<file path="src/rtl/controle_multiciclo.sv">
// Multicycle control unit for a small RV64 subset (add/sub, addi, ld, sd,
// beq/bne, lui, jal, ebreak). A 16-state Moore FSM drives the datapath.
// Outputs are decoded from the state register, except PC_WRITE in BRANCH,
// which also depends on ZERO. Memory reads stall for MEM_WAIT cycles.
module controle_multiciclo #(
   parameter int MEM_WAIT = 1
) (
   input  logic       CLK,
   input  logic       RESET,
   input  logic [6:0] IR6_0,
   input  logic [2:0] FUNCT3,
   input  logic       FUNCT7_5,
   input  logic       ZERO,
   output logic       PC_WRITE,
   output logic       PC_SRC,
   output logic       IR_WIRE,
   output logic       LOAD_A,
   output logic       LOAD_B,
   output logic       LOAD_ALUOUT,
   output logic       LOAD_MDR,
   output logic       ALU_SRCA,
   output logic [1:0] ALU_SRCB,
   output logic [2:0] ALU_SELECTOR,
   output logic       MEM32_WIRE,
   output logic       MEM64_WIRE,
   output logic       BANCO_WIRE,
   output logic [1:0] MEM_TO_REG,
   output logic       HALTED,
   output logic       ILLEGAL,
   output logic [3:0] STATE
);

   typedef enum logic [3:0] {
      S_FETCH     = 4'd0,  S_IR_LOAD  = 4'd1,  S_DECODE   = 4'd2,  S_EXEC_R   = 4'd3,
      S_EXEC_I    = 4'd4,  S_MEM_ADDR = 4'd5,  S_MEM_READ = 4'd6,  S_MEM_WRITE = 4'd7,
      S_WB_ALU    = 4'd8,  S_WB_MEM   = 4'd9,  S_WB_LUI   = 4'd10, S_BRANCH   = 4'd11,
      S_JAL_LINK  = 4'd12, S_JAL_JUMP = 4'd13, S_PC_INC   = 4'd14, S_HALT     = 4'd15
   } state_t;

   localparam logic [3:0] WAIT_LAST = 4'(MEM_WAIT - 1);

   state_t     state_r;
   state_t     next_state_s;
   logic [3:0] wait_cnt_r;
   logic       started_r;
   logic       illegal_r;
   logic       set_illegal_s;
   logic       wait_done_s;
   logic       taken_s;

   assign wait_done_s = (wait_cnt_r == WAIT_LAST);
   assign taken_s     = ((FUNCT3 == 3'b000) && ZERO) || ((FUNCT3 == 3'b001) && !ZERO);
   assign MEM32_WIRE  = 1'b0;
   assign ILLEGAL     = illegal_r;
   assign STATE       = state_r;

   // State register, wait counter (cleared on every state change), sticky illegal flag.
   // started_r holds the FSM for the first edge after reset release so that the
   // first FETCH cycle begins on that edge.
   always_ff @(posedge CLK or negedge RESET) begin
      if (!RESET) begin
         state_r    <= S_FETCH;
         wait_cnt_r <= 4'd0;
         started_r  <= 1'b0;
         illegal_r  <= 1'b0;
      end else if (!started_r) begin
         started_r  <= 1'b1;
         state_r    <= S_FETCH;
         wait_cnt_r <= 4'd0;
      end else begin
         state_r   <= next_state_s;
         illegal_r <= illegal_r | set_illegal_s;
         if (next_state_s != state_r) begin
            wait_cnt_r <= 4'd0;
         end else if ((state_r == S_FETCH) || (state_r == S_MEM_READ)) begin
            wait_cnt_r <= wait_cnt_r + 4'd1;
         end else begin
            wait_cnt_r <= 4'd0;
         end
      end
   end

   // Next-state logic and opcode dispatch; unknown encodings halt as illegal.
   always_comb begin
      next_state_s  = state_r;
      set_illegal_s = 1'b0;
      case (state_r)
         S_FETCH:    next_state_s = wait_done_s ? S_IR_LOAD : S_FETCH;
         S_IR_LOAD:  next_state_s = S_DECODE;
         S_DECODE: begin
            next_state_s  = S_HALT;
            set_illegal_s = 1'b1;
            case (IR6_0)
               7'b0110011: if (FUNCT3 == 3'b000) begin
                  next_state_s = S_EXEC_R;   set_illegal_s = 1'b0;
               end else begin
                  next_state_s = S_HALT;     set_illegal_s = 1'b1;
               end
               7'b0010011: if (FUNCT3 == 3'b000) begin
                  next_state_s = S_EXEC_I;   set_illegal_s = 1'b0;
               end else begin
                  next_state_s = S_HALT;     set_illegal_s = 1'b1;
               end
               7'b0000011, 7'b0100011: if (FUNCT3 == 3'b011) begin
                  next_state_s = S_MEM_ADDR; set_illegal_s = 1'b0;
               end else begin
                  next_state_s = S_HALT;     set_illegal_s = 1'b1;
               end
               7'b1100011: if ((FUNCT3 == 3'b000) || (FUNCT3 == 3'b001)) begin
                  next_state_s = S_BRANCH;   set_illegal_s = 1'b0;
               end else begin
                  next_state_s = S_HALT;     set_illegal_s = 1'b1;
               end
               7'b0110111: begin next_state_s = S_WB_LUI;   set_illegal_s = 1'b0; end
               7'b1101111: begin next_state_s = S_JAL_LINK; set_illegal_s = 1'b0; end
               7'b1110011: begin next_state_s = S_HALT;     set_illegal_s = 1'b0; end
               default:    begin next_state_s = S_HALT;     set_illegal_s = 1'b1; end
            endcase
         end
         S_EXEC_R:   next_state_s = S_WB_ALU;
         S_EXEC_I:   next_state_s = S_WB_ALU;
         S_MEM_ADDR: begin
            if (IR6_0 == 7'b0000011) begin
               next_state_s = S_MEM_READ;
            end else begin
               next_state_s = S_MEM_WRITE;
            end
         end
         S_MEM_READ:  next_state_s = wait_done_s ? S_WB_MEM : S_MEM_READ;
         S_MEM_WRITE: next_state_s = S_PC_INC;
         S_WB_ALU:    next_state_s = S_PC_INC;
         S_WB_MEM:    next_state_s = S_PC_INC;
         S_WB_LUI:    next_state_s = S_PC_INC;
         S_BRANCH:    next_state_s = taken_s ? S_FETCH : S_PC_INC;
         S_JAL_LINK:  next_state_s = S_JAL_JUMP;
         S_JAL_JUMP:  next_state_s = S_FETCH;
         S_PC_INC:    next_state_s = S_FETCH;
         S_HALT:      next_state_s = S_HALT;
         default:     next_state_s = S_HALT;
      endcase
   end

   // Datapath control decode: everything low unless the state drives it.
   always_comb begin
      PC_WRITE     = 1'b0;
      PC_SRC       = 1'b0;
      IR_WIRE      = 1'b0;
      LOAD_A       = 1'b0;
      LOAD_B       = 1'b0;
      LOAD_ALUOUT  = 1'b0;
      LOAD_MDR     = 1'b0;
      ALU_SRCA     = 1'b0;
      ALU_SRCB     = 2'b00;
      ALU_SELECTOR = 3'b000;
      MEM64_WIRE   = 1'b0;
      BANCO_WIRE   = 1'b0;
      MEM_TO_REG   = 2'b00;
      HALTED       = 1'b0;
      case (state_r)
         S_IR_LOAD: IR_WIRE = 1'b1;
         S_DECODE: begin
            LOAD_A = 1'b1; LOAD_B = 1'b1; LOAD_ALUOUT = 1'b1;
            ALU_SRCB = 2'b10; ALU_SELECTOR = 3'b001;
         end
         S_EXEC_R: begin
            ALU_SRCA = 1'b1; LOAD_ALUOUT = 1'b1;
            ALU_SELECTOR = FUNCT7_5 ? 3'b010 : 3'b001;
         end
         S_EXEC_I, S_MEM_ADDR: begin
            ALU_SRCA = 1'b1; ALU_SRCB = 2'b10; ALU_SELECTOR = 3'b001; LOAD_ALUOUT = 1'b1;
         end
         S_MEM_READ:  LOAD_MDR = wait_done_s;
         S_MEM_WRITE: MEM64_WIRE = 1'b1;
         S_WB_ALU:    begin BANCO_WIRE = 1'b1; MEM_TO_REG = 2'b00; end
         S_WB_MEM:    begin BANCO_WIRE = 1'b1; MEM_TO_REG = 2'b01; end
         S_WB_LUI:    begin BANCO_WIRE = 1'b1; MEM_TO_REG = 2'b10; end
         S_BRANCH: begin
            ALU_SRCA = 1'b1; ALU_SELECTOR = 3'b010; PC_SRC = 1'b1;
            PC_WRITE = taken_s;
         end
         S_JAL_LINK: begin
            ALU_SRCB = 2'b01; ALU_SELECTOR = 3'b001; BANCO_WIRE = 1'b1; MEM_TO_REG = 2'b11;
         end
         S_JAL_JUMP: begin PC_WRITE = 1'b1; PC_SRC = 1'b1; end
         S_PC_INC: begin
            PC_WRITE = 1'b1; ALU_SRCB = 2'b01; ALU_SELECTOR = 3'b001;
         end
         S_HALT:  HALTED = 1'b1;
         default: HALTED = 1'b0;
      endcase
   end

endmodule

</file>
<file path="config.mk">
export PLATFORM = sky130hd
export DESIGN_NAME = controle_multiciclo
export DESIGN_NICKNAME = d
export VERILOG_FILES = /design/src/rtl/controle_multiciclo.sv
export SDC_FILE = /design/constraint.sdc
export NUM_CORES = 1
export LEC_CHECK = 0
export ABC_AREA = 1
export CAP_MARGIN = 5
export CORE_MARGIN = 5
export CORE_UTILIZATION = 35
export CTS_CLUSTER_DIAMETER = 200
export DETAILED_ROUTE_END_ITERATION = 10
export GPL_TIMING_DRIVEN = 0
export PLACE_DENSITY = 0.71
export SETUP_SLACK_MARGIN = 0.05
export SLEW_MARGIN = 20
export SYNTH_ARGS = -nofsm -noshare
export SYNTH_HDL_FRONTEND = slang
export SYNTH_SLANG_ARGS = --single-unit
export TNS_END_PERCENT = 50
</file>
<file path="constraint.sdc">
create_clock -name CLK -period 2.6 [get_ports CLK]
set_input_delay 0.52 -clock CLK [delete_from_list [all_inputs] [get_ports CLK]]
set_output_delay 0.52 -clock CLK [all_outputs]
set_load 0.02 [all_outputs]
</file>
==> impl_results.rst <==
.. list-table::
   :header-rows: 1

   * - Metric
     - Value
   * - Result of the run
     - complete, no violations
   * - #FFs+latches synth
     - 10
   * - Post-synth EDFFs
     - 0
   * - Count leader, synth
     - nand2_1
   * - RSZ-0062 raised after global routing
     - yes
   * - Routed vias
     - 1281
   * - Maximum resistive drop on vdd
     - 0.0004238 V
   * - Max Root-Sink Buffers
     - 2
   * - WHS Path Cells
     - 1
   * - Count of buffers inserted at the top-level ports
     - 34
   * - Final worst-path cycle share
     - 94.69%
   * - Final Hold Fails
     - 0
   * - Max-cap viol count
     - 0
   * - Number of cells in the finished layout apart from fillers
     - 283
   * - Number of DRC violations after detailed routing
     - 0
   * - Clock tree from TritonCTS
     - yes
   * - Maximum clock rate
     - 0.4062 GHz
   * - Post-DP HPWL
     - 2408 µm
   * - Power per cell area
     - 879.6 nW/µm²
   * - Avg Synthesized Cell Area
     - 5.740 µm²
   * - Final number of setup-violating endpoints
     - 0
   * - Grt ovf
     - 0
   * - Total number of clock tree sinks
     - 10
   * - Top cells by count, synth
     - nand2_1, nor2_1, inv_1
   * - Number of distinct standard cells referenced by the synthesized netlist
     - 26
   * - Horizontal die dimension
     - 67.13 µm
   * - Chip Height
     - 67.13 µm
   * - Initial antenna violation count
     - 0
   * - Ratio of routed vias to standard cells
     - 4.527
   * - Number of top-level pins
     - 38
   * - Proportion of synthesized chip area in sequential cells
     - 21.91%
   * - Share of the synthesized area in the top cell type
     - 21.91%
   * - Crit. End Element
     - output port
   * - Share of layout cells above drive strength 1
     - 17.15%
   * - Number of antenna cells inserted
     - 0
   * - Final design utilization
     - 52.06%
   * - First-pass iteration count of the detailed router
     - 4
   * - Nature of the critical path startpoint
     - input pin
   * - Pin count of the biggest net entering global routing
     - 11
   * - Leading register cell type out of synthesis
     - dfrtp_1
   * - Count of nets left with antenna violations after detail routing
     - 0
   * - Dominant cells by area after synthesis
     - dfrtp_1, nand2_1, nor2_1
   * - Number of global-route vias before repair
     - 1217
   * - Total of warnings raised by yosys
     - 0
   * - Global-route wire length before repair
     - 5002 µm
   * - H-Tree Level Count
     - 1
   * - Routability cong.
     - 0.9340
   * - Shortest period the worst path allows
     - 2.462 ns
   * - Hold WC Path Type
     - flip-flop to flip-flop
   * - Initial core utilization
     - 36.81%
   * - Setup Skew
     - 0.002413 ns
   * - Category of the most critical setup path
     - input pin to output port
   * - Required time reported for the critical path endpoint
     - 2.08 ns
   * - Clk slew on worst S/H paths
     - 0.07 ns
   * - DP Cell Count
     - 278
   * - Area growth from synthesis to layout
     - 41.40%
   * - Violation count after the first detailed-routing iteration
     - 68
   * - Clock network latency to the later pin of the worst-skew pair
     - 0.26 ns
   * - Final layout net count
     - 256
   * - Mapped Area
     - 1142 µm²
   * - Final WL
     - 2887 µm
   * - Signal arrival time at the worst endpoint
     - 1.94 ns
   * - Maximum fanout along the worst path
     - 7
   * - Routed WL per cell
     - 10.20 µm
   * - Die Area
     - 4506 µm²
   * - TritonCTS Buffers
     - 3
   * - Final Max Slew Viols
     - 0
   * - Number of cells on the worst reg-to-reg path
     - 12
   * - Aggregate global-route resource usage
     - 13.69%
   * - Clock Tree Root
     - clkbuf_4
   * - Cell accounting for the most synthesized area
     - dfrtp_1
   * - Standard-cell row count
     - 20
   * - Instance count of the mapped netlist
     - 199
   * - Core area
     - 3103 µm²
   * - Total Neg Setup Slack
     - 0 ns
   * - Async SR Flop Fraction
     - 100.0%
   * - LEAKAGE
     - 0.9227 nW
   * - Total of hold buffers inserted after clock tree synthesis
     - 0
[worst max-delay path, cell delays in order]
cell             delay (ns)
clkdlybuf4s50_1        0.45
nand2_1                0.12
nor2_4                 0.20
nand2_1                0.09
nand2_1                0.07
nand2_1                0.06
nand3_1                0.07
nand2_1                0.06
nand2_1                0.09
nor2_1                 0.05
buf_4                  0.15
[flip-flops by register name (all words and copies together) (netlist names)]
name and flops:
STATE 4, wait_cnt_r 4, ILLEGAL 1, started_r 1
[through the flow]
| step | hold slack (ns) | power [mW] | worst slack (ns) | instance area [µm²] |
|---|---|---|---|---|
| 2_1_floorplan | 0.2244 | 0.9087 | 0.3626 | 1146 |
| 3_3_place_gp | 0.4652 | 1.268 | -0.3492 | 1541 |
| 3_5_place_dp | 0.4692 | 1.271 | -0.3456 | 1541 |
| 4_1_cts | 0.4979 | 1.415 | 0.06095 | 1580 |
| 5_1_grt | 0.5318 | 1.564 | -0.04687 | 1615 |
| 6_report | 0.4963 | 1.421 | 0.1380 | 1615 |
[worst paths after layout]
path / endpoint / start / slack, ns
worst max-delay path: PC_WRITE / IR6_0[1] / 0.14
worst min-delay path: ILLEGAL / ILLEGAL / 0.50
worst max register to register: wait_cnt_r[1] / STATE[2] / 0.88
worst min register to register: ILLEGAL / ILLEGAL / 0.50
max in group asynchronous: ILLEGAL / RESET / 1.72
min in group asynchronous: wait_cnt_r[3] / RESET / 0.57
[cells in the final DEF (no fill, tap or decap), types with 4 or more instances in the layout]
master            n
a21oi_1           6
buf_4             6
clkdlybuf4s50_1  26
dfrtp_1          10
dlymetal6s2s_1    5
inv_1            26
inv_2             5
nand2_1          59
nand2_2           4
nand3_1          19
nor2_1           28
nor2_2           10
o21ai_0           6
[layer usage]
metal / share of wire [%] / vias to the layer above / wire length, µm / global-route usage, %
met3: 6.4 / 4 / 186 / 1.331
met4: 1.2 / 0 / 35 / 4.557
met5: 0 / - / 0 / 0
li1: - / 694 / - / -
met2: 44 / 42 / 1267 / 22.70
met1: 48 / 541 / 1398 / 18.56
[repair_timing]
action,in CTS,in global routing
setup endpoints to repair,5,9
pin swaps,0,1
buffers inserted,0,1
resized for setup,8,10
[report_power, final]
group          total [mW]  internal, mW  switching (mW)
clock network       0.139        0.0850          0.0541
registers           0.237         0.193          0.0443
logic                1.04         0.416           0.629
total                1.42         0.694           0.727
[layout make-up]
cell class | instances | area, µm²
multi-input combinational | 154 | 767.0
inverter | 31 | 116.4
timing repair buffer | 35 | 355.3
clock buffer | 4 | 36.28
tap | 44 | 55.05
sequential | 10 | 250.2
fill | 352 | 1488
buffer | 5 | 35.03
[logic make-up (layout without fill, tap and decap cells)]
group / after synthesis / in the layout / synth area share, %
AOI/OAI and AO/OA: 18 / 18 / 9.968
xor gates and xnor gates: 2 / 2 / 1.534
adders and majority gates: 2 / 2 / 2.190
buffers and inverters: 36 / 75 / 13.25
DFF: 10 / 10 / 21.91
other: 2 / 3 / 0.6574
and+or+nand+nor: 129 / 129 / 50.49
Note: power is estimated with default switching activity, not from simulation.
